==> config.mk <==
export PLATFORM = sky130hd
export DESIGN_NAME = hazard_detection_unit
export DESIGN_NICKNAME = d
export VERILOG_FILES = /design/src/rtl/hazard_detection_unit.sv
export SDC_FILE = /design/constraint.sdc
export NUM_CORES = 1
export LEC_CHECK = 0
export CAP_MARGIN = 20
export CORE_UTILIZATION = 54
export DETAILED_ROUTE_END_ITERATION = 10
export GPL_TIMING_DRIVEN = 0
export PLACE_DENSITY = 0.87
export SYNTH_ARGS = -nofsm -noshare
export SYNTH_HDL_FRONTEND = slang
export SYNTH_SLANG_ARGS = --single-unit
==> constraint.sdc <==
create_clock -name clk -period 5.05 [get_ports clk]
set_clock_uncertainty 0.15 [all_clocks]
set_input_delay 1.2625 -clock clk [delete_from_list [all_inputs] [get_ports clk]]
set_output_delay 1.2625 -clock clk [all_outputs]
set_load 0.03 [all_outputs]
==> src/rtl/hazard_detection_unit.sv <==
// Stall/flush controller for the 5-stage pipeline: holds PC and IF/ID on hazards forwarding
// cannot cover, squashes the fetch slot behind redirects, and drains the pipe on HALT.
module hazard_detection_unit #(
    parameter int DRAIN_CYCLES = 3,
    parameter int CNT_W        = 32
) (
    input  logic             clk,
    input  logic             rst,
    input  logic [4:0]       ID_rs,
    input  logic [4:0]       ID_rt,
    input  logic             ID_uses_rs,
    input  logic             ID_uses_rt,
    input  logic             ID_branch,
    input  logic             ID_branch_taken,
    input  logic             ID_jump,
    input  logic             ID_halt,
    input  logic [4:0]       EX_rd,
    input  logic             EX_regF_wr,
    input  logic             EX_mem_rd,
    input  logic [4:0]       MEM_rd,
    input  logic             MEM_mem_rd,
    input  logic             resume,
    output logic             pc_wr,
    output logic             IF_ID_wr,
    output logic             IF_ID_flush,
    output logic             ID_EX_bubble,
    output logic             halted,
    output logic [CNT_W-1:0] stall_cnt,
    output logic [CNT_W-1:0] flush_cnt
);

    localparam int DW = (DRAIN_CYCLES > 1) ? $clog2(DRAIN_CYCLES) : 1;

    typedef enum logic [1:0] {
        RUN    = 2'd0,
        DRAIN  = 2'd1,
        HALTED = 2'd2
    } state_t;

    state_t           state_q, state_d;
    logic [DW-1:0]    drain_q, drain_d;
    logic             halted_q, halted_d;
    logic [CNT_W-1:0] stall_cnt_q, stall_cnt_d;
    logic [CNT_W-1:0] flush_cnt_q, flush_cnt_d;

    logic rs_ex, rt_ex, rs_mem, rt_mem;
    logic load_use, br_ex, br_mem, stall, redirect;

    // $0 never carries a dependency, and an operand the instruction ignores cannot stall it.
    function automatic logic reg_match(input logic used, input logic [4:0] src,
                                       input logic [4:0] rd);
        return used && (src != 5'd0) && (src == rd);
    endfunction

    assign rs_ex    = reg_match(ID_uses_rs, ID_rs, EX_rd);
    assign rt_ex    = reg_match(ID_uses_rt, ID_rt, EX_rd);
    assign rs_mem   = reg_match(ID_uses_rs, ID_rs, MEM_rd);
    assign rt_mem   = reg_match(ID_uses_rt, ID_rt, MEM_rd);

    assign load_use = EX_mem_rd && (rs_ex || rt_ex);
    assign br_ex    = ID_branch && EX_regF_wr && (rs_ex || rt_ex);
    assign br_mem   = ID_branch && MEM_mem_rd && (rs_mem || rt_mem);
    assign stall    = load_use || br_ex || br_mem;
    assign redirect = (ID_branch && ID_branch_taken) || ID_jump;

    always_comb begin
        // NOTE: every output and _d gets a default before any branch, so no path can infer a latch.
        state_d      = state_q;
        drain_d      = drain_q;
        stall_cnt_d  = stall_cnt_q;
        flush_cnt_d  = flush_cnt_q;
        pc_wr        = 1'b0;
        IF_ID_wr     = 1'b0;
        IF_ID_flush  = 1'b0;
        ID_EX_bubble = 1'b1;

        unique case (state_q)
            RUN: begin
                if (stall) begin
                    if (stall_cnt_q != '1) stall_cnt_d = stall_cnt_q + CNT_W'(1);
                end else if (ID_halt) begin
                    // HALT moves on to EX while fetch is frozen and the slot behind it squashed.
                    IF_ID_wr     = 1'b1;
                    IF_ID_flush  = 1'b1;
                    ID_EX_bubble = 1'b0;
                    state_d      = DRAIN;
                    drain_d      = DW'(DRAIN_CYCLES - 1);
                end else begin
                    pc_wr        = 1'b1;
                    IF_ID_wr     = 1'b1;
                    ID_EX_bubble = 1'b0;
                    if (redirect) begin
                        IF_ID_flush = 1'b1;
                        if (flush_cnt_q != '1) flush_cnt_d = flush_cnt_q + CNT_W'(1);
                    end
                end
            end
            DRAIN: begin
                if (drain_q == '0) state_d = HALTED;
                else               drain_d = drain_q - DW'(1);
            end
            HALTED: begin
                if (resume) state_d = RUN;
            end
            default: state_d = RUN;
        endcase

        if (rst) begin
            pc_wr        = 1'b0;
            IF_ID_wr     = 1'b0;
            IF_ID_flush  = 1'b1;
            ID_EX_bubble = 1'b1;
            state_d      = RUN;
            drain_d      = '0;
            stall_cnt_d  = '0;
            flush_cnt_d  = '0;
        end

        halted_d = (state_d == HALTED);
    end

    always_ff @(posedge clk) begin
        // NOTE: registers take non-blocking assignments; reset is already folded into the _d values.
        state_q     <= state_d;
        drain_q     <= drain_d;
        halted_q    <= halted_d;
        stall_cnt_q <= stall_cnt_d;
        flush_cnt_q <= flush_cnt_d;
    end

    assign halted    = halted_q && !rst;
    assign stall_cnt = stall_cnt_q;
    assign flush_cnt = flush_cnt_q;

endmodule

==> metrics.md <==
| Metric | Value |
|---|---|
| Max Slew Vio Count | 0 |
| Clk_lat worst skew | 0.36 ns |
| Final clock period utilization by the worst path | 97.6% |
| Layout Cells excl Fill | 715 |
| Ys Warns | 0 |
| Total Routed Length | 12,500 um |
| Setup-failing EPs final | 0 |
| HP Class | flip-flop to flip-flop |
| DRT antenna net count | 0 |
| CP startpoint kind | input port |
| Area growth, synth to finish | 33.5% |
| Filler instances | 549 |
| Port Buffers | 99 |
| GRT Total Usage | 32.6% |
| Final Hold Fails | 0 |
| Hpwl dp | 8890 um |
| Post-Syn Nets | 536 |
| Layout Nets | 647 |
| CP required | 3.64 ns |
| CP arrival | 3.52 ns |
| Clk buf depth | 2 |
| Setup CP Type | input port to output pin |
| Root Buffer | clkbuf_8 |
| Die footprint | 7810 sq um |
| Share of layout cells above drive strength 1 | 10.4% |
| Clock transition at the registers of the reported paths | 0.07 ns |
| DR DRC count | 0 |
| Number of global-route vias before repair | 4,144 |
| Post-synth cell types | 46 |
| CORE AREA | 7210 sq um |
| FFs w/ async S/R, synth | 0% |
| Starting Density | 55.9% |
| Final RePlAce weighted congestion | 0.932 |
| Leak | 1.82 nW |
| Pwr Density | 213 nW/um^2 |
| RSZ-0062 raised after global routing | false |
| Pre-Repair DR Iteration Count | 5 |
| Slew margin rel. | 59.2% |
| First-pass GRT wire length | 19,900 um |
| Most used DFF post-synth | dfxtp_1 |
| Gate Count Post-Synth | 501 |
| Crit Path Max Fanout | 10 |
| # diodes | 0 |
| FP Rows | 31 |
| Ports | 101 |
| Status | finished clean |
| CTS tree | built |
| Die Span X | 88.4 um |
| EDFF count, synth | 0 |
| Setup crit end kind | output pin |
| WL per Instance | 17.5 um |
| Min Tclk post-route | 4.93 ns |
| Inserted Clock Buffers | 9 |
| Max Clk Rate | 203 MHz |
| DRT iter0 DRCs | 392 |
| VDD IR max | 0.000142 V |
| Avg Synthesized Cell Area | 8.04 sq um |
| Minimum hold slack | 0.358 ns |
| Die span in y | 88.4 um |
| Hold_buf cts | 0 |
| H-tree depth | 3 |
| Post-synthesis register bit count | 69 |
| Pin count of the biggest net entering global routing | 12 |
| Worst-margin pin slew | 0.610 ns |
| Pre-CTS WS | -0.586 ns |
| Vias per cell | 6.21 |
| Sequential-to-total area share from yosys stat | 34.3% |
| Inst Count DP | 699 |
| Total gr overflow | 0 |
| Via count | 4,439 |
| Final worst slack | 0.120 ns |
| Clock Sinks | 69 |
| Synth Cell Area | 4030 sq um |
| Max-capacitance violation count | 0 |
| Initial antenna violation count | 0 |
metal layers:
metal	global-route usage (%)	wire (um)
met3	4.94	922
met1	41.0	5170
met5	0	0
met4	14.8	248
met2	55.1	6180
logic make-up (layout without fill, tap and decap cells):
logic type,after synthesis,in the layout,synth area share [%]
flops,69,69,34.3
compound gates,99,99,13.5
buf+inv,39,154,4.41
simple gates,248,248,36.2
fa+ha+maj,3,3,0.931
mux,22,22,6.08
xor+xnor,21,21,4.56
synthesized netlist by cell type (2+ instances only):
master	number	area [sq um]
nand3_2	2	20.0
mux2_2	15	169
a22oi_1	2	15.0
dfxtp_1	69	1380
nand4_1	26	163
xor2_1	20	175
inv_1	8	30.0
buf_2	10	50.1
o21ai_0	30	150
mux2i_1	2	20.0
nand3b_1	3	22.5
nor3_2	3	30.0
ha_1	3	37.5
mux2_1	5	56.3
or3_1	33	206
nand2b_1	4	25.0
a21oi_1	47	235
nor3_1	9	45.0
o31ai_1	12	90.1
nor2_1	35	131
clkbuf_1	18	67.6
and3_1	16	100
and4_1	6	52.6
or4_1	17	128
nor4_1	12	75.1
buf_6	2	22.5
o21ai_1	2	10.0
nor2b_1	21	131
nand3_1	30	150
nand2_1	23	86.3
cells in the final DEF (no fill, tap or decap), drive strengths merged, types with 13 or more instances in the layout:
cell type	instances
clkdlybuf4s50	94
dfxtp	69
a21oi	47
nor2	36
or3	33
nand3	32
o21ai	32
clkbuf	29
nand4	27
nand2	23
nor2b	21
xor2	20
mux2	20
or4	17
buf	17
and3	16
nor4	13
critical path, cell delays in order:
cell and delay, ns:
clkdlybuf4s50_1 0.48, or4_4 0.57, o21ai_4 0.19, o22ai_4 0.12, buf_4 0.21, or3_4 0.39
nor2_1 0.09, clkbuf_4 0.19
registers in the layout, summed over array words and instances, names as in the netlist:
signal     cells
drain_q        2
state_q        2
halted_q       1
flush_cnt     32
stall_cnt     32
repair_timing:
action	CTS	global route
endpoints found under the setup margin	4	4
resized for setup	23	13
endpoints found under the hold margin	0	0
buffers inserted	1	1
pin swaps	1	0
cell type report:
cell class	count	area, sq um	area share [%]
plain buffers	30	146	2.72
clock buffers	10	128	2.37
clock inverters	5	52.6	0.977
inverters	8	30.0	0.558
multi-input cells	393	2520	46.9
flip-flops and latches	69	1380	25.7
well taps	99	124	2.30
repair buffers	101	993	18.5
metrics by stage:
stage	utilization, %	power [mW]	TNS, ns	area (sq um)
floorplan	-	0.640	0	4030
global placement	71.3	0.701	-1.91	5140
detailed placement	71.3	0.707	-2.03	5140
CTS	74.0	1.13	0	5340
global route	74.6	1.18	0	5380
finish	74.6	1.14	0	5380
path summary, 6_finish.rpt:
check	start	to	depth (start not counted)	slack, ns
max	ID_rs[1]	pc_wr	8	0.12
min	flush_cnt[6]	flush_cnt[6]	2	0.36
max reg2reg	stall_cnt[6]	stall_cnt[31]	6	2.47
min reg2reg	flush_cnt[6]	flush_cnt[6]	2	0.36
report_power, final:
part           internal [mW]  switching (mW)  leakage, nW  total, mW
combinational         0.0581          0.0875         1.18      0.146
sequential             0.549         0.00492        0.557      0.554
clock                  0.223           0.222       0.0919      0.445
total                  0.830           0.314         1.82       1.14
Note: power is estimated with default switching activity, not from simulation.
